File: src/rtl/z80_mem_bridge_pkg.sv
// Shared definitions for the Z80 memory bridge: state encoding, default widths
// and the value the CPU sees when nothing drives the data bus.
package z80_mem_bridge_pkg;

    localparam int DATA_W     = 8;
    localparam int RAM_ADDR_W = 10;
    localparam int WAIT_W     = 3;   // holds RD_EXTRA - 1 for RD_EXTRA up to 7

    localparam logic [DATA_W-1:0] IDLE_BUS = 8'hFF;

    typedef enum logic [2:0] {
        IDLE    = 3'd0,
        RD_ADDR = 3'd1,
        RD_WAIT = 3'd2,
        RD_CAP  = 3'd3,
        HOLD    = 3'd4
    } state_t;

endpackage

File: src/rtl/z80_win_decode.sv
// Combinational address-window compare: sel is high when addr falls inside the
// 2**ADDR_W byte window starting at BASE_ADDR (low ADDR_W bits of the base are
// ignored). Kept separate so the I/O decode can reuse it.
module z80_win_decode #(
    parameter int          ADDR_W    = 10,
    parameter logic [15:0] BASE_ADDR = 16'h0000
) (
    input  logic [15:0] addr,
    output logic        sel
);

    // Upper bits equal means every differing bit lies below the window size.
    assign sel = ((addr ^ BASE_ADDR) >> ADDR_W) == 16'h0000;

endmodule

File: src/rtl/z80_mem_bridge.sv
// Z80 memory-cycle to synchronous block-RAM bridge. Writes become a single
// mem_we pulse; reads stall the CPU with wait_n until the registered RAM data
// has been captured into cpu_din. HOLD keeps it to one RAM access per CPU cycle.
module z80_mem_bridge
    import z80_mem_bridge_pkg::*;
#(
    parameter int          ADDR_W    = RAM_ADDR_W,
    parameter logic [15:0] BASE_ADDR = 16'h0000,
    parameter int          RD_EXTRA  = 0
) (
    input  logic              clk,
    input  logic              rst_n,
    input  logic [15:0]       cpu_addr,
    input  logic [DATA_W-1:0] cpu_dout,
    output logic [DATA_W-1:0] cpu_din,
    input  logic              mreq_n,
    input  logic              rd_n,
    input  logic              wr_n,
    output logic              wait_n,
    output logic [ADDR_W-1:0] mem_addr,
    output logic [DATA_W-1:0] mem_wdata,
    output logic              mem_we,
    input  logic [DATA_W-1:0] mem_rdata
);

    localparam logic [WAIT_W-1:0] WAIT_LOAD =
        WAIT_W'((RD_EXTRA > 0) ? RD_EXTRA - 1 : 0);

    state_t              state_q, state_d;
    logic [WAIT_W-1:0]   cnt_q, cnt_d;
    logic [DATA_W-1:0]   din_d;
    logic                wait_d;
    logic [ADDR_W-1:0]   addr_d;
    logic [DATA_W-1:0]   wdata_d;
    logic                we_d;
    logic                sel;

    z80_win_decode #(
        .ADDR_W    (ADDR_W),
        .BASE_ADDR (BASE_ADDR)
    ) u_win_decode (
        .addr (cpu_addr),
        .sel  (sel)
    );

    // Next-state and next-output logic for the access sequencer.
    always_comb begin
        // NOTE: every variable gets a default before the case so no path leaves
        // one unassigned, which would infer a latch.
        state_d = state_q;
        cnt_d   = cnt_q;
        din_d   = cpu_din;
        wait_d  = wait_n;
        addr_d  = mem_addr;
        wdata_d = mem_wdata;
        we_d    = 1'b0;     // write-enable is only ever a one-cycle pulse

        case (state_q)
            IDLE: begin
                if (!mreq_n && !rd_n) begin
                    // Read wins when both strobes are low.
                    if (sel) begin
                        addr_d  = cpu_addr[ADDR_W-1:0];
                        wait_d  = 1'b0;
                        state_d = RD_ADDR;
                    end else begin
                        din_d   = IDLE_BUS;
                        state_d = HOLD;
                    end
                end else if (!mreq_n && !wr_n) begin
                    if (sel) begin
                        addr_d  = cpu_addr[ADDR_W-1:0];
                        wdata_d = cpu_dout;
                        we_d    = 1'b1;
                    end
                    state_d = HOLD;
                end
            end
            RD_ADDR: begin
                // RAM samples mem_addr on this edge; data is ready one clock later.
                if (RD_EXTRA == 0) begin
                    state_d = RD_CAP;
                end else begin
                    cnt_d   = WAIT_LOAD;
                    state_d = RD_WAIT;
                end
            end
            RD_WAIT: begin
                if (cnt_q == '0) begin
                    state_d = RD_CAP;
                end else begin
                    cnt_d = cnt_q - WAIT_W'(1);
                end
            end
            RD_CAP: begin
                din_d   = mem_rdata;
                wait_d  = 1'b1;
                state_d = HOLD;
            end
            HOLD: begin
                // Stay until the CPU ends its cycle so long strobes cause one access.
                if (mreq_n || (rd_n && wr_n)) begin
                    state_d = IDLE;
                end
            end
            default: state_d = IDLE;
        endcase
    end

    // State and output registers; reset forces the bus-idle values at once.
    always_ff @(posedge clk or negedge rst_n) begin
        if (!rst_n) begin
            state_q   <= IDLE;
            cnt_q     <= '0;
            cpu_din   <= IDLE_BUS;
            wait_n    <= 1'b1;
            mem_we    <= 1'b0;
            mem_addr  <= '0;
            mem_wdata <= '0;
        end else begin
            // NOTE: non-blocking assignments so every register updates from
            // pre-edge values, independent of statement order.
            state_q   <= state_d;
            cnt_q     <= cnt_d;
            cpu_din   <= din_d;
            wait_n    <= wait_d;
            mem_we    <= we_d;
            mem_addr  <= addr_d;
            mem_wdata <= wdata_d;
        end
    end

endmodule

File: config.mk
export PLATFORM = sky130hd
export DESIGN_NAME = z80_mem_bridge
export DESIGN_NICKNAME = d
export VERILOG_FILES = /design/src/rtl/z80_mem_bridge_pkg.sv /design/src/rtl/z80_win_decode.sv /design/src/rtl/z80_mem_bridge.sv
export SDC_FILE = /design/constraint.sdc
export NUM_CORES = 1
export LEC_CHECK = 0
export CAP_MARGIN = 5
export CORE_AREA = 3 3 67 63
export DETAILED_ROUTE_END_ITERATION = 6
export DIE_AREA = 0 0 70 66
export HOLD_SLACK_MARGIN = 0.06
export PLACE_DENSITY = 0.77
export REMOVE_ABC_BUFFERS = 1
export SYNTH_ARGS = -nofsm -noshare
export SYNTH_HDL_FRONTEND = slang
export SYNTH_SLANG_ARGS = --single-unit
File: constraint.sdc
create_clock -name clk -period 1.75 [get_ports clk]
set_input_delay 0.35 -clock clk [delete_from_list [all_inputs] [get_ports clk]]
set_output_delay 0.35 -clock clk [all_outputs]
set_load 0.005 [all_outputs]
# Yosys cells after proc, flatten, opt, wreduce, memory -nomap -nowiden
# Index checks and enable logic that the tools add are counted.
dict set report totals {
  regBits 34
  wordCells 57
}
dict set report op_classes {
  add_sub_neg 1
  n_eq_ne 10
  mux 19
  bitwise_logic 2
  n_reduce_logical 18
}
# cell n
set ops {}
lappend ops {{$mux 10} 3}
lappend ops {{$logic_not 16->1} 1}
lappend ops {{$mux 8} 2}
lappend ops {{$pmux 8 s2} 1}
lappend ops {{$mux 3} 5}
lappend ops {{$pmux 3 s5} 1}
lappend ops {{$ne 2x2->1 const B} 5}
lappend ops {{$reduce_and 3->1} 3}
lappend ops {{$eq 3x2->1 const B} 2}
lappend ops {{$logic_not 3->1} 2}
lappend ops {{$mux 1} 6}
lappend ops {{$reduce_and 2->1} 2}
lappend ops {{$reduce_and 4->1} 1}
lappend ops {{$reduce_bool 2->1} 2}
lappend ops {{$eq 3x1->1 const B} 1}
lappend ops {{$eq 3x3->1 const B} 1}
lappend ops {{$logic_and 1x1->1} 3}
lappend ops {{$logic_not 1->1} 3}
lappend ops {{$ne 3x3->1 const B} 1}
lappend ops {{$sub 3x1->3 const B} 1}
lappend ops {{$not 1->1} 2}
lappend ops {{$pmux 1 s2} 1}
lappend ops {{$logic_or 1x1->1} 1}

# Logic depth before layout (Yosys ltp)
dict set report depth {
  word_depth 5
  ltp_mapped 6
}

# Hierarchy
# From an unflattened synthesis, not the netlist that was laid out.
dict set report hier_totals {
  hier_cells 115
  hier_area_um2 1453.9
}
# mod n_inst cells_each area_each_um2 seq_area_each_um2
set modules_own_cells {}
lappend modules_own_cells {z80_mem_bridge 1 113 1436.4 862.1}
lappend modules_own_cells {z80_win_decode 1 2 17.5 0.0}

# Worst setup path before layout
# Ideal clock, no wire load.
dict set report synth_timing {
  kind {register to register}
  startpoint {register state_q[0]}
  endpoint {register mem_addr[0]}
  setup_ns 0.125
  arrival_time_ns 1.387
  required_ns 1.625
  setup_slack_ns 0.238
  stages_incl_launch_ff 5
  path_buffers 1
  period_less_slack_ns 1.512
  path_cell_list {dfrtp_1 -> buf_2 -> nor3_2 -> nand4_2 -> mux2_2}
}
dict set report synth_between {
  elab_chain_len 2
}
# element line
set synth_lines {}
lappend synth_lines {{start: declaration} z80_mem_bridge.sv:29} ;# state_t state_q, state_d;
lappend synth_lines {{start signal: assignment} z80_mem_bridge.sv:123} ;# state_q <= state_d;
lappend synth_lines {{$logic_not 3->1} z80_mem_bridge.sv:58} ;# case (state_q)
lappend synth_lines {{$reduce_and 2->1 (no source line)} n/a}
lappend synth_lines {{end signal: assignment} z80_mem_bridge.sv:128} ;# mem_addr <= addr_d;
lappend synth_lines {{end: declaration} z80_mem_bridge.sv:20} ;# output logic [ADDR_W-1:0] mem_addr,
# No other way between the ends.
# A chain may end at the register's enable or synchronous reset.

# Worst setup path in the final report
dict set report layout_timing {
  startpoint {input port cpu_addr[12]}
  endpoint {register mem_wdata[6]}
}
dict set report layout_between {
  elab_chain_len 2
}
# element line
set layout_lines {}
lappend layout_lines {{start: declaration} z80_mem_bridge.sv:13} ;# input logic [15:0] cpu_addr,
lappend layout_lines {{$logic_not 16->1} z80_win_decode.sv:13} ;# assign sel = ((addr ^ BASE_ADDR) >> ADDR_W) == 16'h0000;
lappend layout_lines {{$reduce_and 4->1 (no source line)} n/a}
lappend layout_lines {{end signal: assignment} z80_mem_bridge.sv:129} ;# mem_wdata <= wdata_d;
lappend layout_lines {{end: declaration} z80_mem_bridge.sv:21} ;# output logic [DATA_W-1:0] mem_wdata,
# No other way between the ends.

==> results summary <==
The area fraction in compound gates after synthesis is 5.87%. The summed instance area of the synthesized netlist came out at 0.00145 mm². The core outline area is 0.00363 mm². The count of synthesis-stage warnings from yosys came out at 0.

For the worst-skew pair, the clock arrives at the later sink with an insertion delay of 280 ps. Of all flip-flops after synthesis, the portion carrying an async set or reset was 100%. The final core utilization came out at 64.7%. The combinational family with the most area after synthesis is simple AND/OR/NAND/NOR gates.

Of the post-synthesis cell area, the part taken by muxes is 14.7%. The post-synthesis sequential area ratio is 59.5%. The clock-pin transition on the worst setup and hold timing paths is 70 ps. In this run the worst path has a maximum fanout of 8. For this run, design rule violations remaining after detail routing come to 0.

Counting the buffers created by CTS gives 5. The layout overhead on the synthesized area came out at 62.0%. Entering global routing, the biggest net connects 35 pins. The setup-violating endpoint count in the final report came out at 0.

The path type of the worst setup path is input pin to flip-flop. The sum of net half-perimeters after detailed placement is 2570 µm. The top cell types in the final layout, fill and taps aside, are 64 x sky130_fd_sc_hd__clkdlybuf4s50_1, 25 x sky130_fd_sc_hd__dfrtp_1, 22 x sky130_fd_sc_hd__nor2_1.

Across the routed clock network, the largest skew measured is 3.29 ps. The via count of the first global-routing pass came out at 1,199. The minimum setup slack in the final design came out at 35.9 ps. The number of optimization iterations in the first detailed-route pass came out at 4.

The worst-case headroom to the max-slew limit came out at 69.7%. The final cell count without fillers is 241. The number of DRC violations after detailed-routing iteration 0 came out at 18. For the finished layout, the period the worst path requires is 1710 ps.

The routed wire length per instance is 13.8 µm. The die area came out at 0.00462 mm². The master cell of the clock root buffer is sky130_fd_sc_hd__clkbuf_8. Leaving out fill and tap cells, the most frequent cell in the layout is sky130_fd_sc_hd__clkdlybuf4s50_1. The number of antenna violations at the first check in global routing came to 0. The effective utilization at floorplan came out at 40.0%. The fraction of final layout cells with drive strength greater than 1 came out at 29.7%. The average footprint of a synthesized cell came out at 12.8 µm².

The count of H-tree levels built during CTS came out at 2. The number of standard-cell rows in the floorplan came out at 21. STA classifies the critical path startpoint as an input pin.

The number of placed cells counting well taps is 232. In this run, synthesis produced a sequential element count of 34. The number of primary I/O pins came out at 65. The power density over cell area came out at 1080 mW/mm². The period utilization is 97.9%.

The share of synthesized cell area in full adder, half adder and majority cells is 1.73%. The most common flop cell mapped by yosys is sky130_fd_sc_hd__dfrtp_1. The ratio of routed vias to standard cells came out at 4.84. The count of clock tree sinks is 34. The global-route wire length before repair came out at 5430 µm. The maximum number of buffers from clock root to sink is 2. The net count reported at finish is 233. Counting every instance in the synthesized netlist gives 113. The number of synthesized flops with an enable pin came out at 0.

The path class of the tightest hold or removal check is input pin to async pin. The leakage power came out at 1.04 nW. The maximum clock frequency is 583 MHz. The data required time of the critical path came out at 1910 ps.

The worst setup path is captured at a flip-flop. The repair_antennas step left the layout with diodes totalling 0. TritonCTS built the clock tree. IR analysis of the VDD net gives a maximum drop of 655 µV. The flow ran to the end, and the final reports show no timing, DRC or antenna violations.

The number of failing hold endpoints at the final stage is 0. For this block, the routed nets add up to 3330 µm of wire. The horizontal extent of the die is 70 µm. The die outline height came out at 66 µm. At the worst endpoint, the arrival time is 1880 ps. The number of hold buffers added after cts is 0. The synthesized netlist devotes 15.4% of its cell area to simple gates. The max-slew violation total from the final report was 0. The max-capacitance violation count came out at 0. The transition at the pin with the smallest max-transition slack came out at 454 ps. The number of antenna-violating nets in the routed design came out at 0.

The global placement routability congestion is 0.745. For this run the aggregate overflow at the end of global routing stands at 0. The total number of vias is 1,166. The number of distinct standard cells referenced by the synthesized netlist came out at 27. The share of the synthesized netlist area taken by xor and xnor gates came out at 1.21%. The quantity of I/O buffers inserted on ports came out at 64. The total routing usage reported by global routing is 15.4%. The number of inserted filler cells in the final layout came out at 275.

The setup slack after placement is -319 ps.
[path summary, 6_finish.rpt]
kind                       cells after the start                  endpoint  slack (ps)                startpoint
min                                            2   mem_addr[1]$_DFFE_PN0P_         470                     rst_n
max in group asynchronous                      2        wait_n$_DFFE_PN1P_         940                     rst_n
max reg2reg                                    4   mem_addr[6]$_DFFE_PN0P_         210    state_q[1]$_DFFE_PN0P_
max                                            6  mem_wdata[6]$_DFFE_PN0P_          40              cpu_addr[12]
min in group clk                               1  mem_wdata[7]$_DFFE_PN0P_         500  mem_wdata[7]$_DFFE_PN0P_
min reg2reg                                    1  mem_wdata[7]$_DFFE_PN0P_         500  mem_wdata[7]$_DFFE_PN0P_
[per-stage QoR]
step                      hold WS (ps)  TNS (ps)  instance area [µm²]  power [mW]
after floorplan                   54.4         0                 1440        1.40
after global placement             486     -3270                 2220        1.81
after detailed placement           493     -4310                 2220        1.84
after CTS                          483         0                 2330        2.54
after global routing               509     -24.0                 2350        2.68
final                              472         0                 2350        2.53
[final cells by class]
class	count	area, µm²	share of cell area, %
Inverter	3	11.3	0.480
Timing Repair Buffer	77	738	31.4
Clock inverter	3	40.0	1.71
Tap cell	46	57.6	2.45
Multi-Input combinational cell	73	569	24.3
Clock buffer	5	68.8	2.93
Sequential cell	34	862	36.7
[critical path, stage by stage]
cell and delay (ps):
sky130_fd_sc_hd__clkdlybuf4s50_1 450, sky130_fd_sc_hd__nor4_4 370, sky130_fd_sc_hd__buf_4 170, sky130_fd_sc_hd__nand4_2 80, sky130_fd_sc_hd__buf_4 190, sky130_fd_sc_hd__mux2_2 270
[synth_stat cells, types with 2 or more instances]
library cell               count  share of area (%)
sky130_fd_sc_hd__clkbuf_1      2               0.52
sky130_fd_sc_hd__mux2_2       18                 14
sky130_fd_sc_hd__nand4_2       2                1.7
sky130_fd_sc_hd__nor2_1       22                5.7
sky130_fd_sc_hd__nor3b_1       2                1.0
sky130_fd_sc_hd__a21oi_1      10                3.5
sky130_fd_sc_hd__dfstp_2       9                 16
sky130_fd_sc_hd__ha_1          2                1.7
sky130_fd_sc_hd__dfrtp_1      25                 43
sky130_fd_sc_hd__xnor2_1       2                1.2
sky130_fd_sc_hd__inv_1         3               0.78
[metal layers]
layer / GRT usage [%] / part of all wire [%] / vias to the layer above
met5: 0 / 0 / -
met4: 6.46 / 0.75 / 0
met1: 18.6 / 41 / 564
met2: 24.2 / 51 / 39
li1: - / - / 560
met3: 6.38 / 6.9 / 3
[kinds of logic after synthesis]
group / after synthesis
XOR/XNOR: 2
multiplexers: 19
AO/OA/AOI/OAI: 14
flip-flops: 34
buffers and inverters: 6
AND/OR/NAND/NOR: 36
adder cells (fa/ha/maj): 2
[timing repair]
item | 4_1_cts | 5_1_grt
gates resized for setup | 1 | 1
buffers inserted | 0 | 1
pin swaps | 0 | 1
setup endpoints to repair | 1 | 1
[power by group]
part / switching (mW) / internal (mW) / total [mW]
clock: 0.271 / 0.419 / 0.689
combinational: 0.266 / 0.463 / 0.730
sequential: 0.113 / 1.00 / 1.11
[flip-flops by register name (all words and copies together) (netlist names)]
| register | count |
|---|---|
| state_q | 3 |
| mem_addr | 10 |
| mem_wdata | 8 |
| mem_we | 1 |
| cpu_din | 8 |
| wait_n | 1 |
| cnt_q | 3 |
(Power assumes the default switching activity.)
